[src/rtl/demux132_capture.sv]
// Serial-to-parallel 1-to-WIDTH bit demux with frame capture; stream (pointer) or addressed (sel) writes.
// Latency: 1 cycle input beat to out. Backpressure: wr_ready drops while a full frame waits for out_ack.
// Optional readback port (rb_sel/rb_bit) is built when DEMUX132_READBACK_EN is defined.
module demux132_capture #(
  parameter int WIDTH = 32,
  parameter int SEL_W = 5
) (
  input  logic             clk,
  input  logic             rst,
  input  logic             clear,
  input  logic             in_bit,
  input  logic [SEL_W-1:0] sel,
  input  logic             auto_inc,
  input  logic             wr_valid,
  output logic             wr_ready,
  output logic [WIDTH-1:0] out,
  output logic             full,
  output logic             frame_done,
  input  logic             out_ack,
  output logic [SEL_W:0]   fill_cnt,
  output logic             sel_err
`ifdef DEMUX132_READBACK_EN
  ,
  input  logic [SEL_W-1:0] rb_sel,
  output logic             rb_bit
`endif
);

  typedef enum logic [1:0] {
    S_EMPTY = 2'd0,
    S_FILL  = 2'd1,
    S_FULL  = 2'd2
  } state_e;

  localparam logic [SEL_W:0]   CNT_FULL = (SEL_W+1)'(WIDTH);
  localparam logic [SEL_W:0]   CNT_ONE  = (SEL_W+1)'(1);
  localparam logic [SEL_W-1:0] PTR_LAST = SEL_W'(WIDTH-1);
  localparam logic [SEL_W-1:0] PTR_ONE  = SEL_W'(1);

  state_e             state_q, state_d;
  logic [WIDTH-1:0]   out_q, out_d;
  logic [WIDTH-1:0]   mask_q, mask_d;
  logic [SEL_W-1:0]   ptr_q, ptr_d;
  logic [SEL_W:0]     cnt_q, cnt_d;
  logic               frame_done_q, frame_done_d;
  logic               sel_err_q, sel_err_d;

  logic [SEL_W-1:0]   target;
  logic [WIDTH-1:0]   hit;
  logic               in_range;
  logic               is_new;
  logic               accept;

  // One-hot decode of the target; an index >= WIDTH decodes to all-zero.
  always_comb begin
    target = auto_inc ? ptr_q : sel;
    hit    = '0;
    for (int i = 0; i < WIDTH; i++) begin
      hit[i] = (target == SEL_W'(i));
    end
    in_range = |hit;
    is_new   = |(hit & ~mask_q);
  end

  assign wr_ready = (state_q != S_FULL);
  assign accept   = wr_valid & wr_ready;

  always_comb begin
    state_d      = state_q;
    out_d        = out_q;
    mask_d       = mask_q;
    ptr_d        = ptr_q;
    cnt_d        = cnt_q;
    frame_done_d = 1'b0;
    sel_err_d    = 1'b0;

    if (clear) begin
      out_d   = '0;
      mask_d  = '0;
      ptr_d   = '0;
      cnt_d   = '0;
      state_d = S_EMPTY;
    end else if (state_q == S_FULL) begin
      // Release keeps out intact; the next frame overwrites it bit by bit.
      if (out_ack) begin
        mask_d  = '0;
        ptr_d   = '0;
        cnt_d   = '0;
        state_d = S_EMPTY;
      end
    end else if (accept) begin
      out_d  = (out_q & ~hit) | ({WIDTH{in_bit}} & hit);
      mask_d = mask_q | hit;
      if (auto_inc) begin
        ptr_d = (ptr_q == PTR_LAST) ? '0 : ptr_q + PTR_ONE;
      end else begin
        sel_err_d = ~in_range;
      end
      if (is_new) begin
        cnt_d = cnt_q + CNT_ONE;
        if (cnt_q + CNT_ONE == CNT_FULL) begin
          state_d      = S_FULL;
          frame_done_d = 1'b1;
        end else begin
          state_d = S_FILL;
        end
      end
    end
  end

  always_ff @(posedge clk) begin
    if (rst) begin
      state_q      <= S_EMPTY;
      out_q        <= '0;
      mask_q       <= '0;
      ptr_q        <= '0;
      cnt_q        <= '0;
      frame_done_q <= 1'b0;
      sel_err_q    <= 1'b0;
    end else begin
      state_q      <= state_d;
      out_q        <= out_d;
      mask_q       <= mask_d;
      ptr_q        <= ptr_d;
      cnt_q        <= cnt_d;
      frame_done_q <= frame_done_d;
      sel_err_q    <= sel_err_d;
    end
  end

  assign out        = out_q;
  assign full       = (state_q == S_FULL);
  assign frame_done = frame_done_q;
  assign fill_cnt   = cnt_q;
  assign sel_err    = sel_err_q;

`ifdef DEMUX132_READBACK_EN
  logic rb_bit_q, rb_bit_d;

  always_comb begin
    rb_bit_d = 1'b0;
    for (int i = 0; i < WIDTH; i++) begin
      if (rb_sel == SEL_W'(i)) rb_bit_d = out_q[i];
    end
  end

  always_ff @(posedge clk) begin
    if (rst) rb_bit_q <= 1'b0;
    else     rb_bit_q <= rb_bit_d;
  end

  assign rb_bit = rb_bit_q;
`endif

endmodule

[config.mk]
export PLATFORM = sky130hd
export DESIGN_NAME = demux132_capture
export DESIGN_NICKNAME = d
export VERILOG_FILES = /design/src/rtl/demux132_capture.sv
export SDC_FILE = /design/constraint.sdc
export NUM_CORES = 1
export LEC_CHECK = 0
export ABC_CLOCK_PERIOD_IN_PS = 3100
export BUFFER_PORTS_ARGS = -buffer_cell sky130_fd_sc_hd__buf_4
export CAP_MARGIN = 30
export CORE_ASPECT_RATIO = 1.5
export CORE_MARGIN = 1.5
export CORE_UTILIZATION = 55
export CTS_CLUSTER_SIZE = 16
export DETAILED_ROUTE_END_ITERATION = 8
export GPL_TIMING_DRIVEN = 0
export HOLD_SLACK_MARGIN = 0.08
export PLACE_DENSITY_LB_ADDON = 0.3
export SYNTH_ARGS = -nofsm -noshare
export SYNTH_HDL_FRONTEND = slang
export SYNTH_SLANG_ARGS = --single-unit
[constraint.sdc]
create_clock -name clk -period 3.1 [get_ports clk]
set_input_delay 0.155 -clock clk [delete_from_list [all_inputs] [get_ports clk]]
set_output_delay 0.155 -clock clk [all_outputs]
set_load 0.01 [all_outputs]
# [Word-level counts from Yosys, hierarchy flattened]
# Cells that the tools add are included.
[word_totals] reg_bits=79 in_bits=12 word_cells=89
[classes] addsub=2 eq_ne=36 muxes=19 n_bitwise=12 n_reduce_logical=13
[ops] op="32-bit AND" n=3
[ops] op="32-bit 2-to-1 mux" n=3
[ops] op="5-bit equality test (second input constant)" n=17
[ops] op="32-bit inverter" n=2
[ops] op="32-bit OR" n=2
[ops] op="32-bit OR reduction" n=2
[ops] op="5-bit by 4-bit equality test with 1-bit output (second input constant)" n=8
[ops] op="5-bit 2-to-1 mux" n=6
[ops] op="6-bit 2-to-1 mux" n=4
[ops] op="5-bit by 3-bit equality test with 1-bit output (second input constant)" n=4
[ops] op="5-bit by 2-bit equality test with 1-bit output (second input constant)" n=2
[ops] op="2-bit 2-to-1 mux" n=5
[ops] op="5-bit OR reduction" n=2
[ops] op="6-bit by 1-bit adder with 6-bit output (second input constant)" n=1
[ops] op="6-bit equality test (second input constant)" n=1
[ops] op="3-bit AND reduction" n=2
[ops] op="2-bit nonzero test" n=3
[ops] op="5-bit by 1-bit adder with 5-bit output (second input constant)" n=1
[ops] op="5-bit by 1-bit equality test with 1-bit output (second input constant)" n=1
[ops] op="5-bit logical NOT" n=1
[ops] op="1-bit inverter" n=4
[ops] op="2-bit AND reduction" n=2
[ops] op="2-bit equality test (second input constant)" n=1
[ops] op="2-bit by 1-bit != test with 1-bit output (second input constant)" n=1
[ops] op="4 further kinds" n=4

# [Longest topological paths before layout]
# Gate-level depths: netlist of run 1.
[logic_depth] ltp_word=7 ltp_mapped=10

# [Least setup slack after synthesis of run 1]
# No wires, ideal clock.
[synth_path] kind="register to register" from="reg ptr_q[3]" to="reg cnt_q[0], in the netlist fill_cnt[0]" setup_ns=0.129 arrival_ns=2.102 t_required_ns=2.971 path_slack_ns=0.868 path_stages_with_launch=9 n_path_buf=1 path_cell_list="dfxtp_1 clkbuf_1 nand3b_1 a211oi_2 o41ai_4 o2111ai_1 or4_4 nand3_1 o22ai_1"
[synth_between] elab_chain_cells=6 elab_cells_between_ends=37
[synth_lines] item="from (decl)" line="43" rtl="logic [SEL_W-1:0] ptr_q, ptr_d;"
[synth_lines] item="from (signal assigned)" line="124" rtl="ptr_q <= ptr_d;"
[synth_lines] item="5-bit 2-to-1 mux *" line="56" rtl="target = auto_inc ? ptr_q : sel;"
[synth_lines] item="5-bit by 1-bit equality test with 1-bit output (tied with other cells)" line="59" rtl="hit[i] = (target == SEL_W'(i));"
[synth_lines] item="32-bit AND *" line="62" rtl="is_new = |(hit & ~mask_q);"
[synth_lines] item="32-bit OR reduction *" line="62"
[synth_lines] item="2-bit nonzero test (no line) *"
[synth_lines] item="3-bit AND reduction (no line) *"
[synth_lines] item="to (signal assigned)" line="125" rtl="cnt_q <= cnt_d;"
[synth_lines] item="to (decl)" line="44" rtl="logic [SEL_W:0] cnt_q, cnt_d;"
# Every way passes the cells marked *; elsewhere a longest branch is shown, timed or not.
# A chain may end at the register's enable or synchronous reset.

# [Final worst setup path of run 1]
[layout_path] from="reg ptr_q[4]" to="reg cnt_q[3], in the netlist fill_cnt[3]"
# The elaborated chain is that of the path after synthesis.

==> results of run 1 <==
power by group through the flow:
stage               sequential, uW  combinational, uW  clock (uW)
floorplan                     1050                126           0
global placement              1050                191           0
detailed placement            1050                193           0
global route                  1020                211         860
CTS                           1020                195         813
finish                        1020                199         811
cell type report:
class                   instances  area, um2  share of cell area
repair buffers                 53      400.4             0.09086
plain buffers                  30      145.1             0.03294
flip-flops and latches         79       1582              0.3589
clock buffers                  12      155.1             0.03521
inverters                       1      3.754           0.0008518
multi-input cells             348       1974              0.4480
clock inverters                 4      51.30             0.01164
well taps                      76      95.09             0.02158
what timing repair did:
action                    in CTS  in global routing
hold endpoints to repair       2                  0
setup buffers                  0                  0
hold buffers                   1                  0
per-stage QoR:
| stage | cell area, um2 | std cells | hold WS [ns] | total power, uW |
|---|---|---|---|---|
| floorplan | 3705 | 458 | 0.3025 | 1173 |
| global route | 4407 | 603 | 0.1491 | 2096 |
| finish | 4407 | 603 | 0.1217 | 2033 |
| detailed placement | 4190 | 586 | 0.4482 | 1240 |
| CTS | 4407 | 603 | 0.1192 | 2031 |
| global placement | 4190 | 586 | 0.4420 | 1238 |
cells in the final DEF (no fill, tap or decap), drive strengths merged, types with 2 or more instances in the layout:
master / n
and3: 2
o221ai: 2
a21oi: 58
mux2i: 21
mux2: 2
nor3b: 3
nand4b: 2
ha: 3
nor2: 56
or3: 2
o21a: 2
buf: 61
nor4: 2
or3b: 5
a211oi: 11
dfxtp: 79
nand2: 75
xnor2: 2
o22ai: 4
a221oi: 2
a21o: 2
nand3: 28
a31o: 2
inv: 2
nor3: 14
nand3b: 7
and2: 7
nand4: 3
clkbuf: 33
o21ai: 7
a31oi: 5
o211ai: 2
or2: 2
cells by family (layout without fill, tap and decap cells):
logic type                 count (synthesis)  count (layout)  share of synthesized area
DFF                                       79              79                     0.4269
and+or+nand+nor                          213             213                     0.2715
AOI/OAI and AO/OA                        106             106                     0.1793
other                                      1               1                   0.001012
xor gates and xnor gates                   2               2                   0.004729
buffers and inverters                     31             100                    0.04019
muxes                                     23              23                    0.06619
adders and majority gates                  3               3                    0.01013
critical path: stages, from the launching register on:
cell       delay (ns)
dfxtp_1          0.49
mux2_2           0.30
buf_2            0.26
a211oi_1         0.08
o21ai_0          0.41
o2111ai_1        0.23
nor4_1           0.51
nor2_2           0.16
a31o_1           0.24
metal layers:
| metal | vias to the layer above | global-route usage | wire (um) |
|---|---|---|---|
| met4 | 0 | 0.1593 | 442 |
| met2 | 146 | 0.5517 | 5829 |
| met5 | - | 0 | 0 |
| li1 | 1755 | - | - |
| met3 | 28 | 0.05934 | 570 |
| met1 | 1774 | 0.3589 | 4463 |
how the worst max path moves through the flow:
| stage | to | slack, ns | cells past startpoint |
|---|---|---|---|
| after global placement | fill_cnt[3]$_SDFFE_PP0P_ | 0.36 | 8 |
| after global routing | fill_cnt[3]$_SDFFE_PP0P_ | 0.25 | 8 |
| after detailed placement | fill_cnt[3]$_SDFFE_PP0P_ | 0.41 | 8 |
| after floorplan | fill_cnt[0]$_SDFFE_PP0P_ | 0.87 | 8 |
| final | fill_cnt[3]$_SDFFE_PP0P_ | 0.31 | 8 |
| after CTS | fill_cnt[3]$_SDFFE_PP0P_ | 0.39 | 8 |
==> flow_metrics.env, run 1 <==
export IMPL_die_h_um=103.5
export IMPL_cts_root_buffer="clkbuf_8"
export IMPL_drt_iter0_drc=230
export IMPL_switching_share=0.2598
export IMPL_ys_warn_count=0
export IMPL_fmax_ghz=0.3581
export IMPL_required_ns=3.37
export IMPL_startpoint_type="register"
export IMPL_r2r_start="ptr_q[4]$_SDFFE_PP0P_"
export IMPL_cts_sinks=79
export IMPL_clkPwrFrac=0.399
export IMPL_setup_violations=0
export IMPL_grt_max_degree=14
export IMPL_final_util=0.6794
export IMPL_clock_skew_ns=0.009269
export IMPL_n_fill_cell=548
export IMPL_antenna_cells=0
export IMPL_hpwl_um=8451
export IMPL_tightest_slew_ns=0.6493
export IMPL_port_buffers=52
export IMPL_reg2reg_depth=8
export IMPL_clk_pin_slew_worst_paths_ns=0.08
export IMPL_synth_area_top_cells="dfxtp_1 (43%), a21oi_1 (7.8%), nand2_1 (7.6%), nor2_1 (5.5%), mux2i_1 (5.4%)"
export IMPL_drv_slew=0
export IMPL_chipWidth_um=70.01
export IMPL_cts_buffers=9
export IMPL_worstSkewPairLatency_ns=0.37
export IMPL_ios=54
export IMPL_nets=537
export IMPL_synth_cell_type_count=55
export IMPL_critPathKind="reg -> reg"
export IMPL_route_detailed_drc=0
export IMPL_synth_top_cell_by_area="dfxtp_1"
export IMPL_synth_most_common_cell="dfxtp_1"
export IMPL_layout_drive_gt1_share=0.1727
export IMPL_p_int_uw=1505
export IMPL_vias=3703
export IMPL_num_rows=36
export IMPL_synth_edf_count=0
export IMPL_fin_ws_ns=0.3078
export IMPL_hold_path_end="fill_cnt[5]$_SDFFE_PP0P_"
export IMPL_wirelength_um=11310
export IMPL_grt_overflow=0
export IMPL_drv_cap=0
export IMPL_antenna_found_initial=0
export IMPL_synthTopCellsByCount="dfxtp_1 (79), nand2_1 (75), a21oi_1 (58)"
export IMPL_seqPwrFrac=0.503
export IMPL_grt_pass1_vias=3437
export IMPL_ys_seq_area_frac=0.4269
export IMPL_fp_coreArea_mm2=0.006486
export IMPL_grt_pass1_wl_um=17700
export IMPL_syn_avg_cell_area_um2=8.089
export IMPL_area_growth_pct=18.95
export IMPL_synth_main_ff_cell="dfxtp_1"
export IMPL_power_switching_uw=528.1
export IMPL_finalCriticalPeriod_ns=2.792
export IMPL_relSlewSlack=0.5671
export IMPL_hold_violations=0
export IMPL_gp_congestion=0.9850
export IMPL_cts_resized=0
export IMPL_grt_usage=0.3150
export IMPL_end_kind="register"
export IMPL_power_density_mw_per_mm2=461.3
export IMPL_cts_tree="built"
export IMPL_reg2reg_to="fill_cnt[3]$_SDFFE_PP0P_"
export IMPL_synth_nets=473
export IMPL_rsz0062_at_grt="false"
export IMPL_wl_per_cell_um=18.75
export IMPL_holdPathStages=4
export IMPL_min_path_type="in -> reg"
export IMPL_p_comb_frac=0.098
export IMPL_cp_data_arrival_time_ns=3.06
export IMPL_worstHoldStart="rst"
export IMPL_ys_ff_latch=79
export IMPL_ir_worst_vdd_mv=0.3584
export IMPL_htreeDepth=3
export IMPL_initial_utilization=0.5712
export IMPL_synthesis_area_mm2=0.003705
export IMPL_antenna_left=0
export IMPL_syn_inst=458
export IMPL_cts_buffer_depth=2
export IMPL_async_flop_share=0
export IMPL_dr_pass1_iters=5
export IMPL_p_leak_uw=0.001613
export IMPL_min_period_over_period=0.9007
export IMPL_tns_ns=0
export IMPL_dieArea_mm2=0.007247
export IMPL_r2r_slack_ns=0.31
export IMPL_place_ws_ns=0.4115
export IMPL_startpoint="ptr_q[4]$_SDFFE_PP0P_"
export IMPL_outcome="finished clean"
export IMPL_cp_max_fo=10
export IMPL_synth_top_area_frac=0.4269
export IMPL_viasPerCell=6.141
(Power assumes the default switching activity.)
==> run 2: changes to the inputs <==
Settings changed: CORE_ASPECT_RATIO 1.5 to 0.5.
==> run 2 against run 1 <==
  * Clock skew shrank 0.0012 ns
  * Sequential power about the same
  * Clock power up 32%
  * Setup slack improved by 0.086 ns
  * Core utilization grew 3.8 points
  * Maximum frequency rose by 3.2%
  * First-iteration DRC count up 67%
  * Final area increased by 2.2%
  * Wire length is 6.8% lower
  * Register-to-register slack improved by 0.09 ns
  * Non-clock buffer count down 1
  * Global-route usage is 0.89 points lower
  * Largest cell class unchanged
  * Largest power group is now the clock network
==> flow_metrics.env, run 2 (synthesized netlist as in run 1, its figures left out) <==
export IMPL_tightest_slew_ns=0.6046
export IMPL_p_comb_frac=0.085
export IMPL_drt_iter0_drc=384
export IMPL_drv_slew=0
export IMPL_relSlewSlack=0.5955
export IMPL_n_fill_cell=529
export IMPL_die_h_um=61.04
export IMPL_cp_max_fo=10
export IMPL_gp_congestion=1.008
export IMPL_dr_pass1_iters=5
export IMPL_clock_skew_ns=0.008082
export IMPL_antenna_found_initial=0
export IMPL_num_rows=20
export IMPL_critPathKind="reg -> reg"
export IMPL_dieArea_mm2=0.007267
export IMPL_required_ns=3.33
export IMPL_end_kind="register"
export IMPL_min_period_over_period=0.8730
export IMPL_wirelength_um=10540
export IMPL_grt_pass1_wl_um=16680
export IMPL_outcome="finished clean"
export IMPL_post_cts_setup_buffers=0
export IMPL_layout_commonest_cell="dfxtp_1"
export IMPL_nets=536
export IMPL_cts_tree="built"
export IMPL_cp_data_arrival_time_ns=2.94
export IMPL_htreeDepth=3
export IMPL_hold_violations=0
export IMPL_route_detailed_drc=0
export IMPL_grt_usage=0.3061
export IMPL_fp_coreArea_mm2=0.006281
export IMPL_wl_per_cell_um=17.16
export IMPL_rsz0062_at_grt="false"
export IMPL_viasPerCell=6.034
export IMPL_holdWs_ns=0.1193
export IMPL_cts_resized=0
export IMPL_grt_pass1_vias=3297
export IMPL_antenna_left=0
export IMPL_cts_root_buffer="clkbuf_16"
export IMPL_finalPower_uw=2286
export IMPL_cts_buffer_depth=2
export IMPL_antenna_cells=0
export IMPL_finalCriticalPeriod_ns=2.706
export IMPL_chipWidth_um=119.1
export IMPL_cts_buffers=9
export IMPL_p_int_uw=1718
export IMPL_tns_ns=0
export IMPL_area_growth_pct=21.55
export IMPL_grt_max_degree=15
export IMPL_ir_worst_vdd_mv=0.5872
export IMPL_seqPwrFrac=0.448
export IMPL_port_buffers=52
export IMPL_fmax_ghz=0.3695
export IMPL_layout_drive_gt1_share=0.1730
export IMPL_min_path_type="in -> reg"
export IMPL_power_density_mw_per_mm2=507.6
export IMPL_cts_sinks=79
export IMPL_p_leak_uw=0.001654
export IMPL_setup_violations=0
export IMPL_postCtsHoldBufs=0
export IMPL_r2r_slack_ns=0.39
export IMPL_startpoint_type="register"
export IMPL_drv_cap=0
export IMPL_switching_share=0.2482
export IMPL_final_cell_mix="dfxtp_1 (79), nand2_1 (75), a21oi_1 (58), nor2_1 (54), buf_4 (53)"
export IMPL_initial_utilization=0.5898
export IMPL_hpwl_um=7604
export IMPL_worstSkewPairLatency_ns=0.34
export IMPL_power_switching_uw=567.3
export IMPL_ios=54
export IMPL_clk_pin_slew_worst_paths_ns=0.06
export IMPL_clkPwrFrac=0.466
export IMPL_grt_overflow=0
export IMPL_vias=3705
[run 2: layer usage]
layer	GRT usage	wire, um
met1	0.4076	4809
met2	0.4822	4426
met3	0.1157	1168
met4	0.07401	133
met5	0	0
[run 2: per-stage QoR]
stage	setup WS [ns]	cell area, um2	util	cells
2_1_floorplan	0.8683	3705	-	458
3_3_place_gp	0.5257	4205	0.6695	598
3_5_place_dp	0.4986	4205	0.6695	598
4_1_cts	0.4741	4503	0.7169	614
5_1_grt	0.2260	4503	0.7169	614
6_report	0.3938	4503	0.7169	614
[run 2: layout make-up]
type | count | area, um2 | share of cell area
clock inverter | 6 | 68.82 | 0.01528
sequential | 79 | 1582 | 0.3512
inverter | 1 | 3.754 | 0.0008336
buffer | 30 | 145.1 | 0.03223
clock buffer | 10 | 229.0 | 0.05085
timing repair buffer | 52 | 390.4 | 0.08669
tap | 88 | 110.1 | 0.02445
multi-input combinational | 348 | 1974 | 0.4385
[run 2: worst max-delay path, cell delays in order, from the launching register on]
cell and delay [ns]:
dfxtp_1 0.31, clkbuf_1 0.31, nand3b_1 0.21, and2_1 0.14
clkbuf_1 0.47, o2111ai_1 0.25, nor4_1 0.51, nor2_2 0.16
a31o_1 0.24
[run 2: power groups by stage]
stage	Clock (uW)	Combinational [uW]	Sequential, uW
CTS	1080	189	1020
global route	1110	209	1020
global placement	0	187	1050
floorplan	0	126	1050
detailed placement	0	188	1050
finish	1070	195	1020
[run 2: final timing paths]
kind / start / endpoint / cells after the start
hold / removal: in_bit / register / 3
setup reg to reg: ptr_q[2]$_SDFFE_PP0P_ / fill_cnt[2]$_SDFFE_PP0P_ / 8
hold reg to reg: register / register / 2
setup / recovery: ptr_q[2]$_SDFFE_PP0P_ / fill_cnt[2]$_SDFFE_PP0P_ / 8
